### config.mk
export PLATFORM = sky130hd
export DESIGN_NAME = csr_neighbor_fetcher
export DESIGN_NICKNAME = d
export VERILOG_FILES = /design/src/rtl/csr_neighbor_fetcher.sv
export SDC_FILE = /design/constraint.sdc
export NUM_CORES = 1
export LEC_CHECK = 0
export CORE_ASPECT_RATIO = 1.1
export CORE_UTILIZATION = 51
export DETAILED_ROUTE_END_ITERATION = 7
export PLACE_DENSITY = 0.87
export SYNTH_ARGS = -nofsm -noshare
export SYNTH_HDL_FRONTEND = slang
export SYNTH_SLANG_ARGS = --single-unit
### constraint.sdc
create_clock -name clk_in -period 5.4 [get_ports clk_in]
set_clock_uncertainty 0.15 [all_clocks]
set_input_delay 1.08 -clock clk_in [delete_from_list [all_inputs] [get_ports clk_in]]
set_output_delay 1.08 -clock clk_in [all_outputs]
set_load 0.05 [all_outputs]
### src/rtl/csr_neighbor_fetcher.sv
// CSR neighbour fetcher: reads ptr[v]/ptr[v+1], then streams data[lo..hi-1] two per cycle into a credit-guarded FIFO.
// Optional statistics counters are built only when the FETCH_STATS_EN macro is defined.
module csr_neighbor_fetcher #(
    parameter int unsigned PROC_BITS    = 4,
    parameter int unsigned PROC_ID      = 0,
    parameter int unsigned READ_LATENCY = 2,
    parameter int unsigned FIFO_DEPTH   = 8
) (
    input  logic                    clk_in,
    input  logic                    rst_in,
    input  logic [31:0]             vertex_in,
    input  logic                    vertex_valid_in,
    output logic                    ready_out,
    output logic [32+PROC_BITS-1:0] idx_addr,
    output logic                    idx_validin,
    input  logic [31:0]             rowidx_in,
    output logic [32+PROC_BITS-1:0] data_addra,
    output logic [32+PROC_BITS-1:0] data_addrb,
    output logic                    data_validina,
    output logic                    data_validinb,
    input  logic [31:0]             data_ina,
    input  logic [31:0]             data_inb,
    output logic [31:0]             neighbor_out,
    output logic                    neighbor_valid_out,
    output logic                    neighbor_last_out,
    input  logic                    neighbor_ready_in,
    output logic                    done_out,
    output logic [31:0]             degree_out,
    output logic                    err_out,
    output logic [31:0]             stat_neighbors_out,
    output logic [31:0]             stat_stall_out
);
    localparam int unsigned RL = READ_LATENCY;
    localparam int unsigned PW = $clog2(FIFO_DEPTH);
    localparam int unsigned OW = PW + 1;
    localparam logic [PROC_BITS-1:0] TAG = PROC_BITS'(PROC_ID);

    typedef enum logic [2:0] {
        S_IDLE, S_PTR_LO, S_PTR_HI, S_PTR_WAIT, S_STREAM, S_DRAIN, S_DONE
    } state_t;

    state_t        state_q, state_d;
    logic [31:0]   vtx_q, vtx_d, lo_q, lo_d, cur_q, cur_d, end_q, end_d;
    logic [31:0]   degree_q, degree_d;
    logic          err_q, err_d;

    // Return trackers: bit RL-1 marks the cycle whose edge samples the read data.
    logic [RL-1:0] iv_q, ih_q, va_q, la_q, vb_q, lb_q;

    logic [31:0]   fifo_data_q [FIFO_DEPTH];
    logic          fifo_last_q [FIFO_DEPTH];
    logic [PW-1:0] wr_q, rd_q, wr_b;
    logic [OW-1:0] occ_q, occ_d;

    logic [31:0]   rem, infl, free, idx_a;
    logic          idx_v, idx_hi, idx_ret, idx_ret_hi;
    logic          iss_a, iss_b, last_a, last_b, push_a, push_b, pop;

    function automatic logic [RL-1:0] shift_in(input logic [RL-1:0] sr, input logic b);
        logic [RL-1:0] r;
        r    = sr << 1;
        r[0] = b;
        return r;
    endfunction

    always_comb begin
        infl = '0;
        for (int k = 0; k < RL; k++) begin
            infl = infl + 32'(va_q[k]) + 32'(vb_q[k]);
        end
    end

    assign free       = 32'(FIFO_DEPTH) - 32'(occ_q) - infl;
    assign rem        = end_q - cur_q;
    assign idx_ret    = iv_q[RL-1];
    assign idx_ret_hi = ih_q[RL-1];

    always_comb begin
        state_d  = state_q;
        vtx_d    = vtx_q;
        lo_d     = lo_q;
        cur_d    = cur_q;
        end_d    = end_q;
        degree_d = degree_q;
        err_d    = err_q;
        idx_v    = 1'b0;
        idx_hi   = 1'b0;
        idx_a    = '0;
        iss_a    = 1'b0;
        iss_b    = 1'b0;
        last_a   = 1'b0;
        last_b   = 1'b0;
        // With a one-cycle latency the low pointer returns while still in PTR_HI.
        if (idx_ret && !idx_ret_hi) begin
            lo_d = rowidx_in;
        end
        case (state_q)
            S_IDLE: begin
                if (vertex_valid_in) begin
                    vtx_d   = vertex_in;
                    state_d = S_PTR_LO;
                end
            end
            S_PTR_LO: begin
                idx_v   = 1'b1;
                idx_a   = vtx_q;
                state_d = S_PTR_HI;
            end
            S_PTR_HI: begin
                idx_v   = 1'b1;
                idx_hi  = 1'b1;
                idx_a   = vtx_q + 32'd1;
                state_d = S_PTR_WAIT;
            end
            S_PTR_WAIT: begin
                if (idx_ret && idx_ret_hi) begin
                    if (rowidx_in > lo_q) begin
                        cur_d   = lo_q;
                        end_d   = rowidx_in;
                        state_d = S_STREAM;
                    end else begin
                        err_d    = err_q | (rowidx_in < lo_q);
                        degree_d = '0;
                        state_d  = S_DONE;
                    end
                end
            end
            S_STREAM: begin
                if (rem >= 32'd2 && free >= 32'd2) begin
                    iss_a  = 1'b1;
                    iss_b  = 1'b1;
                    last_b = (rem == 32'd2);
                    cur_d  = cur_q + 32'd2;
                end else if (rem == 32'd1 && free >= 32'd1) begin
                    iss_a  = 1'b1;
                    last_a = 1'b1;
                    cur_d  = cur_q + 32'd1;
                end
                if (iss_a && cur_d == end_q) begin
                    state_d = S_DRAIN;
                end
            end
            S_DRAIN: begin
                if (infl == '0) begin
                    degree_d = end_q - lo_q;
                    state_d  = S_DONE;
                end
            end
            S_DONE: begin
                state_d = S_IDLE;
            end
            default: begin
                state_d = S_IDLE;
            end
        endcase
    end

    assign push_a = va_q[RL-1];
    assign push_b = vb_q[RL-1];
    assign pop    = neighbor_valid_out & neighbor_ready_in;
    assign wr_b   = push_a ? wr_q + PW'(1) : wr_q;
    assign occ_d  = occ_q + OW'(push_a) + OW'(push_b) - OW'(pop);

    always_ff @(posedge clk_in) begin
        if (rst_in) begin
            state_q  <= S_IDLE;
            vtx_q    <= '0;
            lo_q     <= '0;
            cur_q    <= '0;
            end_q    <= '0;
            degree_q <= '0;
            err_q    <= 1'b0;
            iv_q     <= '0;
            ih_q     <= '0;
            va_q     <= '0;
            la_q     <= '0;
            vb_q     <= '0;
            lb_q     <= '0;
            wr_q     <= '0;
            rd_q     <= '0;
            occ_q    <= '0;
        end else begin
            state_q  <= state_d;
            vtx_q    <= vtx_d;
            lo_q     <= lo_d;
            cur_q    <= cur_d;
            end_q    <= end_d;
            degree_q <= degree_d;
            err_q    <= err_d;
            iv_q     <= shift_in(iv_q, idx_v);
            ih_q     <= shift_in(ih_q, idx_hi);
            va_q     <= shift_in(va_q, iss_a);
            la_q     <= shift_in(la_q, last_a);
            vb_q     <= shift_in(vb_q, iss_b);
            lb_q     <= shift_in(lb_q, last_b);
            wr_q     <= wr_q + PW'(push_a) + PW'(push_b);
            rd_q     <= rd_q + PW'(pop);
            occ_q    <= occ_d;
        end
    end

    // Port A lands ahead of port B so the FIFO keeps ascending address order.
    always_ff @(posedge clk_in) begin
        if (push_a) begin
            fifo_data_q[wr_q] <= data_ina;
            fifo_last_q[wr_q] <= la_q[RL-1];
        end
        if (push_b) begin
            fifo_data_q[wr_b] <= data_inb;
            fifo_last_q[wr_b] <= lb_q[RL-1];
        end
    end

    assign ready_out          = (state_q == S_IDLE);
    assign idx_validin        = idx_v;
    assign idx_addr           = idx_v ? {TAG, idx_a} : '0;
    assign data_validina      = iss_a;
    assign data_validinb      = iss_b;
    assign data_addra         = iss_a ? {TAG, cur_q} : '0;
    assign data_addrb         = iss_b ? {TAG, cur_q + 32'd1} : '0;
    assign neighbor_valid_out = (occ_q != '0);
    assign neighbor_out       = neighbor_valid_out ? fifo_data_q[rd_q] : '0;
    assign neighbor_last_out  = neighbor_valid_out & fifo_last_q[rd_q];
    assign done_out           = (state_q == S_DONE);
    assign degree_out         = degree_q;
    assign err_out            = err_q;

`ifdef FETCH_STATS_EN
    logic [31:0] stat_nb_q, stat_st_q;
    logic        stall;

    assign stall = (state_q == S_STREAM) && !iss_a;

    always_ff @(posedge clk_in) begin
        if (rst_in) begin
            stat_nb_q <= '0;
            stat_st_q <= '0;
        end else begin
            if (pop && stat_nb_q != '1) begin
                stat_nb_q <= stat_nb_q + 32'd1;
            end
            if (stall && stat_st_q != '1) begin
                stat_st_q <= stat_st_q + 32'd1;
            end
        end
    end

    assign stat_neighbors_out = stat_nb_q;
    assign stat_stall_out     = stat_st_q;
`else
    assign stat_neighbors_out = '0;
    assign stat_stall_out     = '0;
`endif

endmodule

==> reports/metrics.yaml <==
status: "finished with violations"
violations: "negative setup slack"
holdWs_ns: 0.287
end_kind: "primary output"
clkSinkCount: 450
mostFrequentLayoutCell: "nand2_1"
grt_max_degree: 74
ir_drop_v: 0.000258
grt_pass1_vias: 26300
critPathSlowestCell: "or4_4"
switching_share: 0.340
yosysUniqueCellTypes: 92
multi_input_area_sq_mm: 0.0172
cts_tree: "yes"
path_class: "flop to primary output"
setup_viol: 66
synth.mux.area_fraction: 0.181
finalWirelength_mm: 104
cp.required_ns: 4.17
hpwl_mm: 70.2
clkTransAtPathRegs_ns: 0.06
async_flop_share: 0
rsz0062_at_grt: "yes"
drtIter0Drc: 3498
mostFrequentLayoutCells: "nand2_1, mux2_2, edfxtp_1, nor2_1, buf_4"
synth_cells: 2981
place_congestion: 1.03
synth_xor_xnor_area_share: 0.0316
hp-class: "flop to flop"
startpoint_type: "flop"
cp_cell_sequence: "inv_2, ha_4, fa_2, nand2b_4, a21oi_4, o41ai_4, buf_4, o2111ai_4, nand2_2, mux2i_1, or4_4, nor4_4, nand3_2, a21oi_4, buf_6, buf_12, buf_12, and2_4, buf_12"
die_h_microns: 254
layout.area.seq_sq_mm: 0.0117
nFillCells: 4098
post_dp_cell_area_sq_mm: 0.0345
ys_ff_latch: 450
core_sq_mm: 0.0565
drc_errors: 0
power_switching_w: 0.00360
synth-compound-area-share: 0.132
floorplan.initialDensity: 0.519
ant_nets: 0
cp_common_cell: "buf_12"
synth_adder_area_share: 0.0530
grt_overflow: 0
clkLatencyLatePin_ns: 0.62
finalInstanceArea_sq_mm: 0.0374
finalNetCount: 3652
area_growth_pct: 27.4
period_needed_ns: 5.82
synth-edff-count: 264
internal-power_w: 0.00699
synth_top_family_by_area: "multiplexers"
crit_cells: 19
crit_path_end: "data_addra[11]"
clk_path_buf_depth: 3
vias: 26700
via_per_inst: 6.37
maxSlewHeadroom: 0.258
antenna_found_initial: 6
cts_buffers: 47
die_w_microns: 231
synth_ff_type: "edfxtp_1"
crit_path_max_fanout: 7
clockPowerShare: 0.338
drive_gt1_frac: 0.265
cp_top_family: "simple AND/OR/NAND/NOR gates"
synth_warnings: 0
regToRegStartpoint: "end_q[0]"
combPwrFrac: 0.300
firstDrtPassIters: 6
crit_arrival_ns: 4.59
tightest_slew_ns: 1.11
clock-root-buffer: "clkbuf_16"
synthSimpleGateAreaFrac: 0.147
critPathLaunch: "end_q[0]"
wire_per_inst_microns: 24.9
p_leak_nw: 13.7
p_per_area_mw_per_mm2: 283
io-pin-count: 376
p_total_w: 0.0106
cp_num_buf_inv: 6
synth.avg_cell_area_sq_um: 9.84
cap_violations: 0
cpPeakStageDelay_ns: 0.55
final_hold_viol_count: 0
netlist_area_sq_mm: 0.0293
r2r.worst_path.cells: 24
post-place-ws_ns: -0.150
dieArea_sq_mm: 0.0585
ys_seq_area_frac: 0.397
place.port_buffers: 299
seqPwrFrac: 0.362
grt_pass1_wl_mm: 155
grt_use_total: 0.346
rows: 91
fin_ws_ns: -0.418
period_share: 1.08
htree_num_levels: 2
report.final.slew_viol_count: 0
fmax_mhz: 172
ff2ff_setup_slack_ns: 0.08
rr_endpoint: "state_q[0]"
[synth_stat cells, types with 78 or more instances]
library cell	count	area (sq um)
nand2_1	280	1050
mux2_2	266	3000
edfxtp_1	264	7930
nor2_1	263	987
a21oi_1	197	986
dfxtp_1	186	3720
o21ai_0	146	731
clkbuf_1	145	544
ha_1	113	1410
inv_1	112	420
mux2i_1	83	831
buf_4	78	586
[how the worst min path moves through the flow]
stage,from,end,slack [ns],cells after the start
after floorplan,ih_q[0],ih_q[1],0.26,1
after global placement,iv_q[0],iv_q[1],0.27,1
after detailed placement,iv_q[0],iv_q[1],0.27,1
after CTS,lb_q[0],lb_q[1],0.29,1
after global routing,iv_q[0],iv_q[1],0.31,1
final,iv_q[0],iv_q[1],0.29,1
[kinds of logic (layout without fill, tap and decap cells)]
kind of cell | Yosys count | in the layout
other cells | 1 | 80
simple gates | 910 | 910
xor+xnor | 106 | 106
mux | 415 | 415
compound gates | 612 | 612
fa+ha+maj | 120 | 120
flops | 450 | 450
buf+inv | 367 | 750
[worst reg2reg max path, cell delays in order, from the launching register on]
cell and delay [ns]:
dfxtp_2 0.33, inv_2 0.05, ha_4 0.16, fa_2 0.34
nand2b_4 0.19, a21oi_4 0.24, o41ai_4 0.10, buf_4 0.17
o2111ai_4 0.19, nand2_2 0.13, mux2i_1 0.14, or4_4 0.55
nor4_4 0.34, buf_4 0.20, buf_4 0.10, buf_4 0.09
buf_4 0.14, nand4_2 0.18, nand2_1 0.30, buf_4 0.19
and3_1 0.14, o211ai_1 0.11, a2111oi_2 0.35, nand4_1 0.13
o31ai_1 0.24
[power groups by stage]
stage | Clock, W | Combinational [W] | Sequential [W]
after floorplan | 0 | 0.00223 | 0.00380
after global placement | 0 | 0.00295 | 0.00390
after detailed placement | 0 | 0.00302 | 0.00391
after CTS | 0.00360 | 0.00309 | 0.00383
after global routing | 0.00372 | 0.00335 | 0.00385
final | 0.00358 | 0.00318 | 0.00384
[final cells by class]
type	count	area share
antenna	4	0.000268
clock buffer	61	0.0345
clock inverter	27	0.0109
inverter	115	0.0115
multi-input combinational	2239	0.461
sequential	450	0.312
tap	744	0.0249
timing repair buffer	547	0.145
[stage by stage]
step	instances	TNS (ns)	util
4_1_cts	4165	-23.83	0.654
5_1_grt	4184	-28.67	0.662
2_1_floorplan	3056	-0.923	-
3_5_place_dp	4061	-0.650	0.610
3_3_place_gp	4061	-0.00263	0.610
6_report	4187	-19.43	0.662
[what timing repair did]
action / in CTS / in global routing
endpoints found under the hold margin: 0 / 0
resized for setup: 134 / 67
pin swaps: 25 / 25
setup buffers: 14 / 18
setup endpoints to repair: 69 / 73
hold buffers: 0 / 0
gates cloned: 2 / 1
[flip-flops by register name, summed over array words and instances, names as in the netlist, 4 cells and up]
name	cells
vtx_q	32
end_q	32
lo_q	32
cur_q	32
occ_q	4
fifo_data_q	256
fifo_last_q	8
degree_out	32
[routing by layer]
metal	part of all wire	GRT usage
met3	0.11	0.0805
met4	0.057	0.190
met2	0.47	0.569
met1	0.36	0.418
met5	0.00033	0
Power figures use the tool's default switching activity.
